<file path="src/rtl/serial_adder_ctrl.sv">
// Bit-serial adder controller: one full-adder cell plus a carry flop, LSB first.
// Optional signed-overflow output enabled by defining SERIAL_ADD_OVF_EN.
module serial_adder_ctrl #(
  parameter int unsigned WIDTH = 8
) (
  input  logic             clk,
  input  logic             rst,
  input  logic             start,
  input  logic [WIDTH-1:0] a,
  input  logic [WIDTH-1:0] b,
  input  logic             cin,
  output logic             busy,
  output logic             done,
  output logic [WIDTH-1:0] sum,
  output logic             cout
`ifdef SERIAL_ADD_OVF_EN
  ,
  output logic             ovf
`endif
);

  localparam int unsigned CW = $clog2(WIDTH) + 1;

  typedef enum logic [1:0] {StIdle, StRun, StDone} state_e;

  state_e           state_q, state_d;
  logic [WIDTH-1:0] sa_q, sa_d, sb_q, sb_d, ss_q, ss_d;
  logic [WIDTH-1:0] sum_q, sum_d;
  logic             carry_q, carry_d, cout_q, cout_d;
  logic [CW-1:0]    cnt_q, cnt_d;
`ifdef SERIAL_ADD_OVF_EN
  logic             ovf_q, ovf_d;
`endif

  logic             cell_s, cell_c, last;
  logic [WIDTH-1:0] ss_shift;

  assign cell_s   = sa_q[0] ^ sb_q[0] ^ carry_q;
  assign cell_c   = (sa_q[0] & sb_q[0]) | (carry_q & (sa_q[0] ^ sb_q[0]));
  // Cell sum enters at the MSB; written as shifts so WIDTH=1 stays legal.
  assign ss_shift = (ss_q >> 1) | (WIDTH'(cell_s) << (WIDTH - 1));
  assign last     = (cnt_q == CW'(WIDTH - 1));

  always_comb begin
    state_d = state_q;
    sa_d    = sa_q;
    sb_d    = sb_q;
    ss_d    = ss_q;
    carry_d = carry_q;
    cnt_d   = cnt_q;
    sum_d   = sum_q;
    cout_d  = cout_q;
`ifdef SERIAL_ADD_OVF_EN
    ovf_d   = ovf_q;
`endif
    unique case (state_q)
      StIdle: begin
        if (start) begin
          sa_d    = a;
          sb_d    = b;
          carry_d = cin;
          cnt_d   = '0;
          state_d = StRun;
        end
      end
      StRun: begin
        sa_d    = sa_q >> 1;
        sb_d    = sb_q >> 1;
        ss_d    = ss_shift;
        carry_d = cell_c;
        cnt_d   = cnt_q + CW'(1);
        if (last) begin
          sum_d   = ss_shift;
          cout_d  = cell_c;
`ifdef SERIAL_ADD_OVF_EN
          ovf_d   = carry_q ^ cell_c;
`endif
          state_d = StDone;
        end
      end
      StDone:  state_d = StIdle;
      default: state_d = StIdle;
    endcase
  end

  always_ff @(posedge clk or posedge rst) begin
    if (rst) begin
      state_q <= StIdle;
      sa_q    <= '0;
      sb_q    <= '0;
      ss_q    <= '0;
      carry_q <= 1'b0;
      cnt_q   <= '0;
      sum_q   <= '0;
      cout_q  <= 1'b0;
`ifdef SERIAL_ADD_OVF_EN
      ovf_q   <= 1'b0;
`endif
    end else begin
      state_q <= state_d;
      sa_q    <= sa_d;
      sb_q    <= sb_d;
      ss_q    <= ss_d;
      carry_q <= carry_d;
      cnt_q   <= cnt_d;
      sum_q   <= sum_d;
      cout_q  <= cout_d;
`ifdef SERIAL_ADD_OVF_EN
      ovf_q   <= ovf_d;
`endif
    end
  end

  assign busy = (state_q == StRun);
  assign done = (state_q == StDone);
  assign sum  = sum_q;
  assign cout = cout_q;
`ifdef SERIAL_ADD_OVF_EN
  assign ovf  = ovf_q;
`endif

endmodule

</file>
<file path="config.mk">
export PLATFORM = sky130hd
export DESIGN_NAME = serial_adder_ctrl
export DESIGN_NICKNAME = d
export VERILOG_FILES = /design/src/rtl/serial_adder_ctrl.sv
export SDC_FILE = /design/constraint.sdc
export NUM_CORES = 1
export LEC_CHECK = 0
export CAP_MARGIN = 20
export CORE_MARGIN = 5
export CORE_UTILIZATION = 25
export DETAILED_ROUTE_END_ITERATION = 8
export MAX_ROUTING_LAYER = met4
export PLACE_DENSITY = 0.45
export SLEW_MARGIN = 10
export SYNTH_ARGS = -nofsm -noshare
export SYNTH_HDL_FRONTEND = slang
export SYNTH_SLANG_ARGS = --single-unit
</file>
<file path="constraint.sdc">
create_clock -name clk -period 2.1 [get_ports clk]
set_clock_uncertainty 0.05 [all_clocks]
set_input_delay 0.63 -clock clk [delete_from_list [all_inputs] [get_ports clk]]
set_output_delay 0.63 -clock clk [all_outputs]
set_load 0.03 [all_outputs]
</file>
Word level (Yosys, flattened, before mapping):

Index checks and enable logic that the tools add are counted.

* bits in registers: 40
* output and inout bits: 11

* add/sub/neg operators: 1
* equality and inequality tests: 5
* muxes and demuxes: 11
* bitwise operators: 6
* reduce and logical (&&, ||, !) cells: 5

Operators by type and width (number)
* 8-bit case mux with 2 select lines: 2
* 8-bit two-way mux: 2
* 7-bit by 8-bit OR with 8-bit output: 1
* 4-bit case mux with 2 select lines: 1
* 2-bit AND reduction: 3
* 4-bit by 1-bit adder with 4-bit output, second input constant: 1
* 4-bit by 3-bit == test with 1-bit output, second input constant: 1
* 2-bit two-way mux: 2
* 4-bit two-way mux: 1
* 2-bit case mux with 2 select lines: 1
* 1-bit bitwise AND: 2
* 2-bit by 1-bit == test with 1-bit output, second input constant: 1
* 2-bit == test, second input constant: 1
* 2-bit zero test: 1
* 2-bit by 1-bit inequality test with 1-bit output, second input constant: 1
* 2-bit inequality test, second input constant: 1
* 1-bit case mux with 2 select lines: 1
* 2-bit nonzero test: 1
* 1-bit bitwise XOR: 2
* 1-bit two-way mux: 1
* 1-bit OR: 1

Logic depth before layout (Yosys ltp):

Gate-level depths: netlist (run 1).

* depth after elaboration: 4
* depth in mapped cells: 5

Worst setup path after synthesis (run 1):

No wires, ideal clock.

* kind: reg2out
* start: register state_q[1]
* end: output busy
* data arrival time: 948 ps
* data required time: 1420 ps
* path slack: 472 ps
* stages on the path, launching flop included: 4
* buffers on the path: 1
* cells stage by stage: dfrtp_1 > nand2b_4 > clkinv_1 > buf_2

* longest elaborated chain between the ends: 1

Ends and longest elaborated chain
* start: declaration: line 26 `state_e state_q, state_d;`
* start signal: assignment: line 88 `state_q <= StIdle;`
* start signal: assignment: line 100 `state_q <= state_d;`
* 2-bit by 1-bit == test with 1-bit output: line 114 `assign busy = (state_q == StRun);`
* end: declaration: line 12 `output logic busy,`

Every way passes these cells.

Worst setup path after layout (run 1):

* start: register sum_q[6] (netlist: sum[6])
* end: output sum[6]

RTL lines
* start: declaration: line 28 `logic [WIDTH-1:0] sum_q, sum_d;`
* start signal: assignment: line 106 `sum_q <= sum_d;`
* end: declaration: line 14 `output logic [WIDTH-1:0] sum,`

No word-level cell between the ends.

==> results of run 1 <==
[sequential cells by signal, indices dropped and copies added (netlist names)]
register	flops
ss_q	7
sa_q	8
sum	8
sb_q	8
state_q	2
cnt_q	4
cout	1
carry_q	1
[worst reg2reg max path: stages (launching register included)]
cell and delay [ns]:
dfrtp_1 0.40, nand2b_4 0.15, buf_4 0.19, nor3_4 0.47
mux2_2 0.40
[through the flow]
| step | std cells | util |
|---|---|---|
| after detailed placement | 257 | 0.323 |
| after floorplan | 150 | - |
| after global placement | 257 | 0.323 |
| after global routing | 265 | 0.341 |
| final | 265 | 0.341 |
| after CTS | 265 | 0.341 |
[power groups by stage]
stage          combinational, mW  clock (mW)  sequential [mW]
3_3_place_gp                1.24           0             1.27
6_report                    1.24       0.645             1.28
4_1_cts                     1.27       0.671             1.28
3_5_place_dp                1.28           0             1.29
2_1_floorplan              0.669           0             1.40
5_1_grt                     1.38       0.693             1.32
[repair_timing]
action                                  4_1_cts  5_1_grt
resized for setup                             2        0
endpoints found under the hold margin         0        0
endpoints found under the setup margin        2        0
[final cells by class]
| type | instances | share of cell area |
|---|---|---|
| Tap cell | 77 | 0.0447 |
| Clock inverter | 2 | 0.0163 |
| Multi-Input combinational cell | 103 | 0.279 |
| Clock buffer | 6 | 0.0383 |
| Timing Repair Buffer | 36 | 0.165 |
| Inverter | 2 | 0.00348 |
| Sequential cell | 39 | 0.453 |
[kinds of logic (layout without fill, tap and decap cells)]
| group | count (synthesis) | in the layout | share of synthesized area |
|---|---|---|---|
| simple gates | 65 | 65 | 0.173 |
| flops | 39 | 39 | 0.608 |
| compound gates | 26 | 26 | 0.109 |
| mux | 10 | 10 | 0.0694 |
| buf+inv | 8 | 46 | 0.0203 |
| fa+ha+maj | 2 | 2 | 0.0203 |
[final timing paths]
path / to / startpoint / slack [ns]
min reg2reg: ss_q[1] / ss_q[1] / 0.43
max: sum[6] / sum[6] / 0.10
min: ss_q[1] / ss_q[1] / 0.43
max reg2reg: sum[3] / state_q[1] / 0.33
min in group asynchronous: sa_q[2] / rst / 0.72
max in group asynchronous: sa_q[1] / rst / 0.93
[routing by layer]
metal	vias up	track usage	part of all wire
met1	577	0.123	0.47
met3	5	0.0209	0.025
met2	20	0.145	0.48
met5	-	-	0
li1	577	-	-
met4	0	0.0484	0.023
[cells in the final DEF (no fill, tap or decap), drive strengths merged, types with 2 or more instances in the layout]
| cell | synthesis | routed |
|---|---|---|
| nand2b | 2 | 2 |
| buf | 2 | 6 |
| clkinv | 1 | 2 |
| mux2 | 9 | 9 |
| dfrtp | 39 | 39 |
| dlygate4sd2 | 0 | 2 |
| a22oi | 15 | 15 |
| clkdlybuf4s50 | 0 | 28 |
| o21ai | 7 | 7 |
| nand2 | 59 | 59 |
| clkbuf | 4 | 6 |
| a21oi | 2 | 2 |
==> results by group, run 1 <==
Run status
  – Status: finished, final reports clean

Worst setup path
  – Critical path depth: 1
  – Crit Path Max Fanout: 2
  – Top Family by Delay on Critical Path: buffers and inverters
  – Critical-path cell list: clkdlybuf4s50_1
  – Buf+Inv Stages, Crit Path: 1
  – Setup CP Type: flop to primary output
  – Critical path's largest stage delay: 0.67 ns
  – Critical Path End Type: primary output
  – Slowest cell on the critical path: clkdlybuf4s50_1
  – Reg2reg path depth: 4
  – CP Data Required Time: 1.42 ns
  – CP Launch Type: flop
  – Critical path arrival: 1.32 ns

CTS
  – Skew-Pair Late Insertion Delay: 0.29 ns
  – CTS Hold Buffers Added: 0
  – Postcts setup bufs: 0
  – CTS tree: yes
  – Num CTS Buffers: 5
  – CTS root buffer: clkbuf_8
  – Clock Sinks: 39
  – Clock Pin Slew Worst Setup and Hold Paths: 0.08 ns
  – Clock Path Buffers: 2
  – Htree depth: 2

Power
  – Power per cell area: 1470 nW/um2
  – Comb power frac: 0.392
  – Worst VDD drop: 0.000529 V
  – Overall Power: 3.16 mW
  – LEAKAGE: 1.01 nW
  – Switch share: 0.369
  – Net Switching: 1.17 mW
  – Internal power: 1.99 mW
  – Clock power share: 0.204
  – Sequential share of power: 0.404

STA
  – TNS Setup: 0 ns
  – Fmax: 0.500 GHz
  – Crit path time final: 2.00 ns
  – Fin. max-slew vios: 0
  – Worst-margin pin slew: 0.520 ns
  – Hold slack: 0.429 ns
  – Final worst slack: 0.101 ns
  – Endpoints failing setup: 0
  – RSZ-0062 raised after global routing: no
  – Fin crit share: 0.952
  – Final Hold Fails: 0
  – Relative slew slack: 0.652

Global route
  – Vias in the first global route: 1244
  – Largest net degree at the start of global routing: 40
  – First-pass GRT wire length: 6180 um
  – Grt ovf: 0
  – Total Routing Usage GR: 0.0963
  – Initial antenna violation count: 0

Logic synthesis
  – Asr flop ratio synth: 1.00
  – Flops & latches, synth: 39
  – Yosys top cell by area: dfrtp_1
  – Synth Area per Inst: 10.7 um2
  – Synth Warn #: 0
  – Synth Cell Area: 1610 um2
  – Post-synth EDFFs: 0
  – Synth top cells by count: 59 x nand2_1, 39 x dfrtp_1, 15 x a22oi_1, 9 x mux2_2, 7 x o21ai_0
  – Count leader, synth: nand2_1
  – Largest cells by area after synthesis: dfrtp_1 61%, nand2_1 14%, a22oi_1 7.0%
  – Sequential-to-total area share from yosys stat: 0.608
  – Top FF cell, synth: dfrtp_1
  – Syn nets: 172
  – Top-area cell type share of the netlist area: 0.608
  – Post-Synthesis Cells: 150
  – Count of different cell masters after synthesis: 21

Cells and area
  – Filler cells: 662
  – Layout cells sized above 1: 0.144
  – Final nets: 209
  – Area growth, synth to finish: 34.2%
  – Multi-input gate area: 602 um2
  – Final Instance Area: 2150 um2
  – Register area: 976 um2
  – Antenna diodes: 0

Placed design
  – Placed instance area: 2040 um2
  – Post-Place Worst Slack: 0.140 ns
  – GPL Wtd Cong: 0.701
  – Final HPWL DP: 2380 um
  – Port Buffers: 30

Floorplan
  – Die Y: 90.1 um
  – Boundary pin count: 31
  – Die footprint: 8120 um2
  – Initial core utilization: 0.254
  – Core area: 6310 um2
  – FP Rows: 29
  – Die X-Extent: 90.1 um

Drt
  – Vias: 1179
  – Number of routed nets with antenna violations: 0
  – DRT Pass-1 Iters: 4
  – Avg Vias per Cell: 4.45
  – DRC: 0
  – Routed wire length: 3600 um
  – Initial DRC count: 86
  – Wire per inst: 13.6 um

Flow run
  – Max-cap violations: 0

Hold path
  – Hold WC Path Type: flop to flop
  – Hold path depth: 2
Note: power is estimated with default switching activity, not from simulation.
==> inputs of run 2 (changes only) <==
ABC_AREA = 1   (was not set)
CAP_MARGIN = not set   (was 20)
==> results by group, run 2 <==
STA
  – Fmax: 0.505 GHz (+0.89%)
  – Crit path time final: 1.98 ns (-0.0176 ns)
  – Final Hold Fails: 0 (unchanged)
  – Fin crit share: 0.943 (-0.00839)
  – Final worst slack: 0.119 ns (+0.0176 ns)
  – TNS Setup: 0 ns (unchanged)
  – RSZ-0062 raised after global routing: no
  – Worst-margin pin slew: 0.647 ns (+0.127 ns)
  – Fin. max-slew vios: 0 (unchanged)
  – Endpoints failing setup: 0 (unchanged)
  – Relative slew slack: 0.568 (-0.0843)

Cells and area
  – Layout cells sized above 1: 0.0752 (-0.0684)
  – Final nets: 249 (+19%)
  – Most common cell after layout, fill and taps aside: nand2_1
  – Area growth, synth to finish: 27.3%
  – Antenna diodes: 0 (unchanged)
  – Most frequent cells in the layout: 71 x nand2_1, 54 x nand3_1, 39 x dfrtp_1
  – Finished Layout Cells: 306 (+15%)
  – Final Instance Area: 2180 um2 (+1.0%)

Floorplan
  – Die X-Extent: 92.7 um (+2.9%)
  – Initial core utilization: 0.255 (+0.000301)
  – Die Y: 92.7 um (+2.9%)
  – FP Rows: 30 (+3.4%)
  – Core area: 6720 um2 (+6.4%)
  – Boundary pin count: 31 (unchanged)
  – Die footprint: 8600 um2 (+5.8%)

Logic synthesis
  – Top-area cell type share of the netlist area: 0.571 (-0.0374)
  – Yosys top cell by area: dfrtp_1
  – Flops & latches, synth: 39 (unchanged)
  – Mux contribution to synthesized area: 0 (-0.0694)
  – Synth top cells by count: 71 x nand2_1, 54 x nand3_1, 39 x dfrtp_1, 6 x buf_2
  – Post-synth EDFFs: 0 (unchanged)
  – Count leader, synth: nand2_1
  – Synth Cell Area: 1710 um2 (+6.5%)
  – Syn nets: 218 (+27%)
  – Synth Area in Compound Gates: 0.0146 (-0.0945)
  – Top FF cell, synth: dfrtp_1
  – Synth Area in XOR/XNOR: 0 (unchanged)
  – Synth Warn #: 0 (unchanged)
  – Adder-Cell Fraction of Synth Area: 0.0190 (-0.00125)
  – Post-Synthesis Cells: 196 (+31%)
  – Synth Area per Inst: 8.73 um2 (-18%)
  – Sequential-to-total area share from yosys stat: 0.571 (-0.0374)
  – Post-Synth Simple-Gate Area: 0.347 (+0.174)
  – Asr flop ratio synth: 1.00 (unchanged)
  – Count of different cell masters after synthesis: 20 (-4.8%)
  – Largest cells by area after synthesis: dfrtp_1 57%, nand3_1 16%, nand2_1 16%
  – Largest family of logic cells by synthesized area: simple AND/OR/NAND/NOR gates

Drt
  – Initial DRC count: 101 (+17%)
  – Wire per inst: 12.8 um (-5.8%)
  – DRT Pass-1 Iters: 4 (unchanged)
  – Number of routed nets with antenna violations: 0 (unchanged)
  – Avg Vias per Cell: 4.51 (+1.4%)
  – Vias: 1381 (+17%)
  – DRC: 0 (unchanged)
  – Routed wire length: 3920 um (+8.8%)

Worst setup path
  – Setup CP Type: flop to primary output
  – Critical path's largest stage delay: 0.68 ns (about the same)
  – CP Data Required Time: 1.42 ns (about the same)
  – Critical Path End Type: primary output
  – Critical path arrival: 1.30 ns (-0.02 ns)
  – Top Family by Delay on Critical Path: buffers and inverters
  – Crit Path Max Fanout: 2 (unchanged)
  – Critical-path cell list: clkdlybuf4s50_1
  – Buf+Inv Stages, Crit Path: 1 (unchanged)
  – CP Launch Type: flop
  – Slowest cell on the critical path: clkdlybuf4s50_1

CTS
  – Postcts setup bufs: 0 (unchanged)
  – Skew-Pair Late Insertion Delay: 0.28 ns (about the same)
  – Clock Sinks: 39 (unchanged)
  – Num CTS Buffers: 5 (unchanged)
  – Htree depth: 2 (unchanged)
  – Clock Path Buffers: 2 (unchanged)
  – CTS root buffer: clkbuf_8
  – Clock Pin Slew Worst Setup and Hold Paths: 0.07 ns (about the same)
  – CTS tree: yes

Global route
  – Vias in the first global route: 1455 (+17%)
  – Total Routing Usage GR: 0.104 (+0.00772)
  – Largest net degree at the start of global routing: 40 (unchanged)
  – Initial antenna violation count: 0 (unchanged)
  – Grt ovf: 0 (unchanged)
  – First-pass GRT wire length: 6920 um (+12%)

Run status
  – Status: finished, final reports clean

Placed design
  – Final HPWL DP: 2440 um (+2.6%)
  – Port Buffers: 30 (unchanged)
  – Placed instance area: 2110 um2 (+3.3%)
  – GPL Wtd Cong: 0.704 (+0.50%)
  – Post-Place Worst Slack: 0.202 ns (+0.0613 ns)
  – Placed cells: 300 (+17%)

Power
  – Worst VDD drop: 0.000383 V (-28%)
  – Overall Power: 2.96 mW (-6.3%)
  – Power per cell area: 1360 nW/um2 (-7.3%)
  – LEAKAGE: 1.05 nW (+3.8%)

Hold path
  – Hold WC Path Type: flop to flop

Flow run
  – Max-cap violations: 0 (unchanged)
-- run 2: cell count changes after synthesis, sizes merged, moves of 4 or more --
| cell | previous run | this run |
|---|---|---|
| nand2 | 59 | 73 |
| mux2 | 9 | 0 |
| buf | 2 | 9 |
| nor2 | 0 | 6 |
| inv | 1 | 5 |
| a22oi | 15 | 0 |
| nand3 | 0 | 54 |
-- run 2: cell families (layout without fill, tap and decap cells) --
logic type      Yosys count  in the layout
simple gates            134            134
compound gates            5              5
fa+ha+maj                 2              2
flops                    39             39
buf+inv                  16             46
-- run 2: what timing repair did --
item | in CTS | in global routing
setup endpoints to repair | 1 | 0
gates resized for setup | 1 | 0
hold buffers | 0 | 0
-- run 2: metal layers --
metal / vias up / global-route usage / wire length, um
met5: - / - / 0
met4: 0 / 0.0293 / 40
met3: 5 / 0.0301 / 204
met2: 30 / 0.164 / 1730
met1: 644 / 0.131 / 1950
li1: 702 / - / -
-- run 2: cell type report --
cell class	count	area [um2]
fill	737	4540
sequential	39	976
multi-input combinational	141	651
timing repair buffer	35	359
tap	80	100
clock buffer	6	72.6
inverter	5	18.8
-- run 2: where the power goes --
part	leakage [nW]	switching (mW)	internal [mW]
Clock	0.0371	0.241	0.222
Combinational	0.515	0.765	0.473
Sequential	0.496	0.198	1.06
Total	1.05	1.20	1.76
-- run 2: final timing paths --
| kind | start | to | slack (ns) | cells past startpoint |
|---|---|---|---|---|
| min | ss_q[1] | sum[0] | 0.42 | 2 |
| min in group asynchronous | rst | sum[6] | 0.65 | 3 |
| max in group asynchronous | rst | sa_q[5] | 1.15 | 3 |
| min reg2reg | ss_q[1] | sum[0] | 0.42 | 2 |
| max | sum[7] | sum[7] | 0.12 | 1 |
| max reg2reg | state_q[1] | sb_q[2] | 0.75 | 3 |
-- run 2: per-stage QoR --
| step | utilization | hold WS, ns |
|---|---|---|
| 6_report | 0.324 | 0.422 |
| 5_1_grt | 0.324 | 0.448 |
| 4_1_cts | 0.324 | 0.428 |
| 3_5_place_dp | 0.313 | 0.409 |
| 3_3_place_gp | 0.313 | 0.404 |
| 2_1_floorplan | - | 0.392 |
==> inputs of run 3 (changes only) <==
ABC_CLOCK_PERIOD_IN_PS = 2100   (was not set)
CTS_CLUSTER_SIZE = 14   (was not set)
REMOVE_ABC_BUFFERS = 1   (was not set)
==> results by group, run 3 (synthesis results as in run 2) <==
STA
  – Fin crit share: 0.948 (+0.00435)
  – Endpoints failing setup: 0 (unchanged)
  – Fmax: 0.502 GHz (-0.46%)
  – Crit path time final: 1.99 ns (+0.00913 ns)
  – Worst-margin pin slew: 0.599 ns (-0.0482 ns)
  – RSZ-0062 raised after global routing: no
  – Relative slew slack: 0.600 (+0.0322)
  – TNS Setup: 0 ns (unchanged)
  – Fin. max-slew vios: 0 (unchanged)
  – Final Hold Fails: 0 (unchanged)

Power
  – Sequential share of power: 0.402 (-0.024)
  – Internal power: 1.92 mW (+9.2%)
  – Overall Power: 3.13 mW (+5.8%)
  – Comb power frac: 0.392 (-0.026)
  – Power per cell area: 1410 nW/um2 (+3.6%)
  – Net Switching: 1.21 mW (+0.79%)
  – LEAKAGE: 1.07 nW (+2.3%)
  – Switch share: 0.387 (-0.0192)
  – Worst VDD drop: 0.000332 V (-13%)
  – Clock power share: 0.206 (+0.050)

Drt
  – DRC: 0 (unchanged)
  – Routed wire length: 3890 um (-0.66%)
  – Initial DRC count: 101 (unchanged)
  – Vias: 1387 (+0.43%)
  – Avg Vias per Cell: 4.50 (-0.22%)
  – Wire per inst: 12.6 um (-1.3%)
  – DRT Pass-1 Iters: 4 (unchanged)
  – Number of routed nets with antenna violations: 0 (unchanged)

Cells and area
  – Most common cell after layout, fill and taps aside: nand2_1
  – Area growth, synth to finish: 29.9%
  – Multi-input gate area: 651 um2 (unchanged)
  – Most frequent cells in the layout: 71 x nand2_1, 54 x nand3_1, 39 x dfrtp_1
  – Final nets: 249 (unchanged)
  – Filler cells: 723 (-1.9%)
  – Layout cells sized above 1: 0.0877 (+0.0125)
  – Final Instance Area: 2220 um2 (+2.1%)
  – Register area: 976 um2 (unchanged)
  – Core Util, Final: 0.331 (+0.00670)
  – Antenna diodes: 0 (unchanged)

Worst setup path
  – Slowest cell on the critical path: clkdlybuf4s50_1
  – Setup CP Type: flop to primary output
  – Critical path arrival: 1.31 ns (about the same)
  – Critical path's largest stage delay: 0.67 ns (about the same)
  – Critical-path cell list: clkdlybuf4s50_1
  – Top Family by Delay on Critical Path: buffers and inverters
  – Buf+Inv Stages, Crit Path: 1 (unchanged)
  – Critical Path End Type: primary output
  – CP Launch Type: flop
  – CP Data Required Time: 1.42 ns (about the same)
  – Crit Path Max Fanout: 2 (unchanged)

Placed design
  – Placed instance area: 2110 um2 (unchanged)
  – GPL Wtd Cong: 0.685 (-2.7%)
  – Final HPWL DP: 2440 um (about the same)
  – Port Buffers: 30 (unchanged)

CTS
  – CTS root buffer: clkbuf_8
  – CTS tree: yes
  – CTS Hold Buffers Added: 0 (unchanged)
  – Clock Sinks: 39 (unchanged)
  – Htree depth: 2 (unchanged)
  – Clock Path Buffers: 2 (unchanged)
  – Skew-Pair Late Insertion Delay: 0.28 ns (about the same)
  – Num CTS Buffers: 5 (unchanged)
  – Clock Pin Slew Worst Setup and Hold Paths: 0.08 ns (about the same)

Global route
  – Total Routing Usage GR: 0.101 (-0.00282)
  – Initial antenna violation count: 0 (unchanged)
  – Vias in the first global route: 1434 (-1.4%)
  – First-pass GRT wire length: 6730 um (-2.7%)
  – Grt ovf: 0 (unchanged)
  – Largest net degree at the start of global routing: 40 (unchanged)

Floorplan
  – FP Rows: 30 (unchanged)
  – Die footprint: 8600 um2 (unchanged)
  – Die X-Extent: 92.7 um (unchanged)
  – Boundary pin count: 31 (unchanged)
  – Initial core utilization: 0.255 (unchanged)
  – Core area: 6720 um2 (unchanged)
  – Die Y: 92.7 um (unchanged)

Hold path
  – Hold WC Path Type: flop to flop

Flow run
  – Max-cap violations: 0 (unchanged)

Run status
  – Status: finished, final reports clean
==> run 3: final timing paths <==
path | slack (ns) | end | startpoint | depth (start not counted)
setup reg to reg | 0.77 | sum[3] | state_q[1] | 7
hold / removal | 0.43 | sum[6] | sum[6] | 2
min in group asynchronous | 0.65 | sum[5] | rst | 3
hold reg to reg | 0.43 | sum[6] | sum[6] | 2
setup / recovery | 0.11 | cout | cout | 1
max in group asynchronous | 1.16 | sa_q[2] | rst | 3
==> run 3: power by group through the flow <==
| stage | logic [mW] | registers (mW) | clock network [mW] |
|---|---|---|---|
| global route | 1.39 | 1.30 | 0.700 |
| floorplan | 0.647 | 1.40 | 0 |
| finish | 1.23 | 1.26 | 0.645 |
| detailed placement | 1.26 | 1.27 | 0 |
| CTS | 1.26 | 1.26 | 0.671 |
| global placement | 1.25 | 1.27 | 0 |
==> run 3: area by class of cell <==
cell class	instances	area share
inverter	5	0.00845
clock buffer	6	0.0372
multi-input combinational	141	0.293
timing repair buffer	35	0.162
sequential	39	0.439
tap	80	0.0450
clock inverter	2	0.0158
==> run 3: worst register-to-register path: cells and delay by family (launching register included) <==
kind / cells / cell delay, ns
buffers and inverters: 3 / 0.44
flip-flops: 1 / 0.40
AND/OR/NAND/NOR: 4 / 0.35
==> run 3: what timing repair did <==
item | in CTS | in global routing
resized for setup | 1 | 0
setup buffers | 0 | 0
setup endpoints to repair | 1 | 0
==> run 3: through the flow <==
| stage | hold slack [ns] | setup slack [ns] | std cells |
|---|---|---|---|
| CTS | 0.434 | 0.0925 | 308 |
| floorplan | 0.392 | 0.257 | 185 |
| global route | 0.451 | 0.0568 | 308 |
| finish | 0.428 | 0.110 | 308 |
| global placement | 0.405 | 0.193 | 300 |
| detailed placement | 0.413 | 0.213 | 300 |
==> run 3: metal layers <==
| metal | routed length, um | GRT usage | vias to the layer above |
|---|---|---|---|
| met4 | 38 | 0.0330 | 0 |
| met2 | 1660 | 0.162 | 36 |
| met1 | 1950 | 0.126 | 647 |
| li1 | - | - | 700 |
| met3 | 241 | 0.0260 | 4 |
| met5 | 0 | - | - |
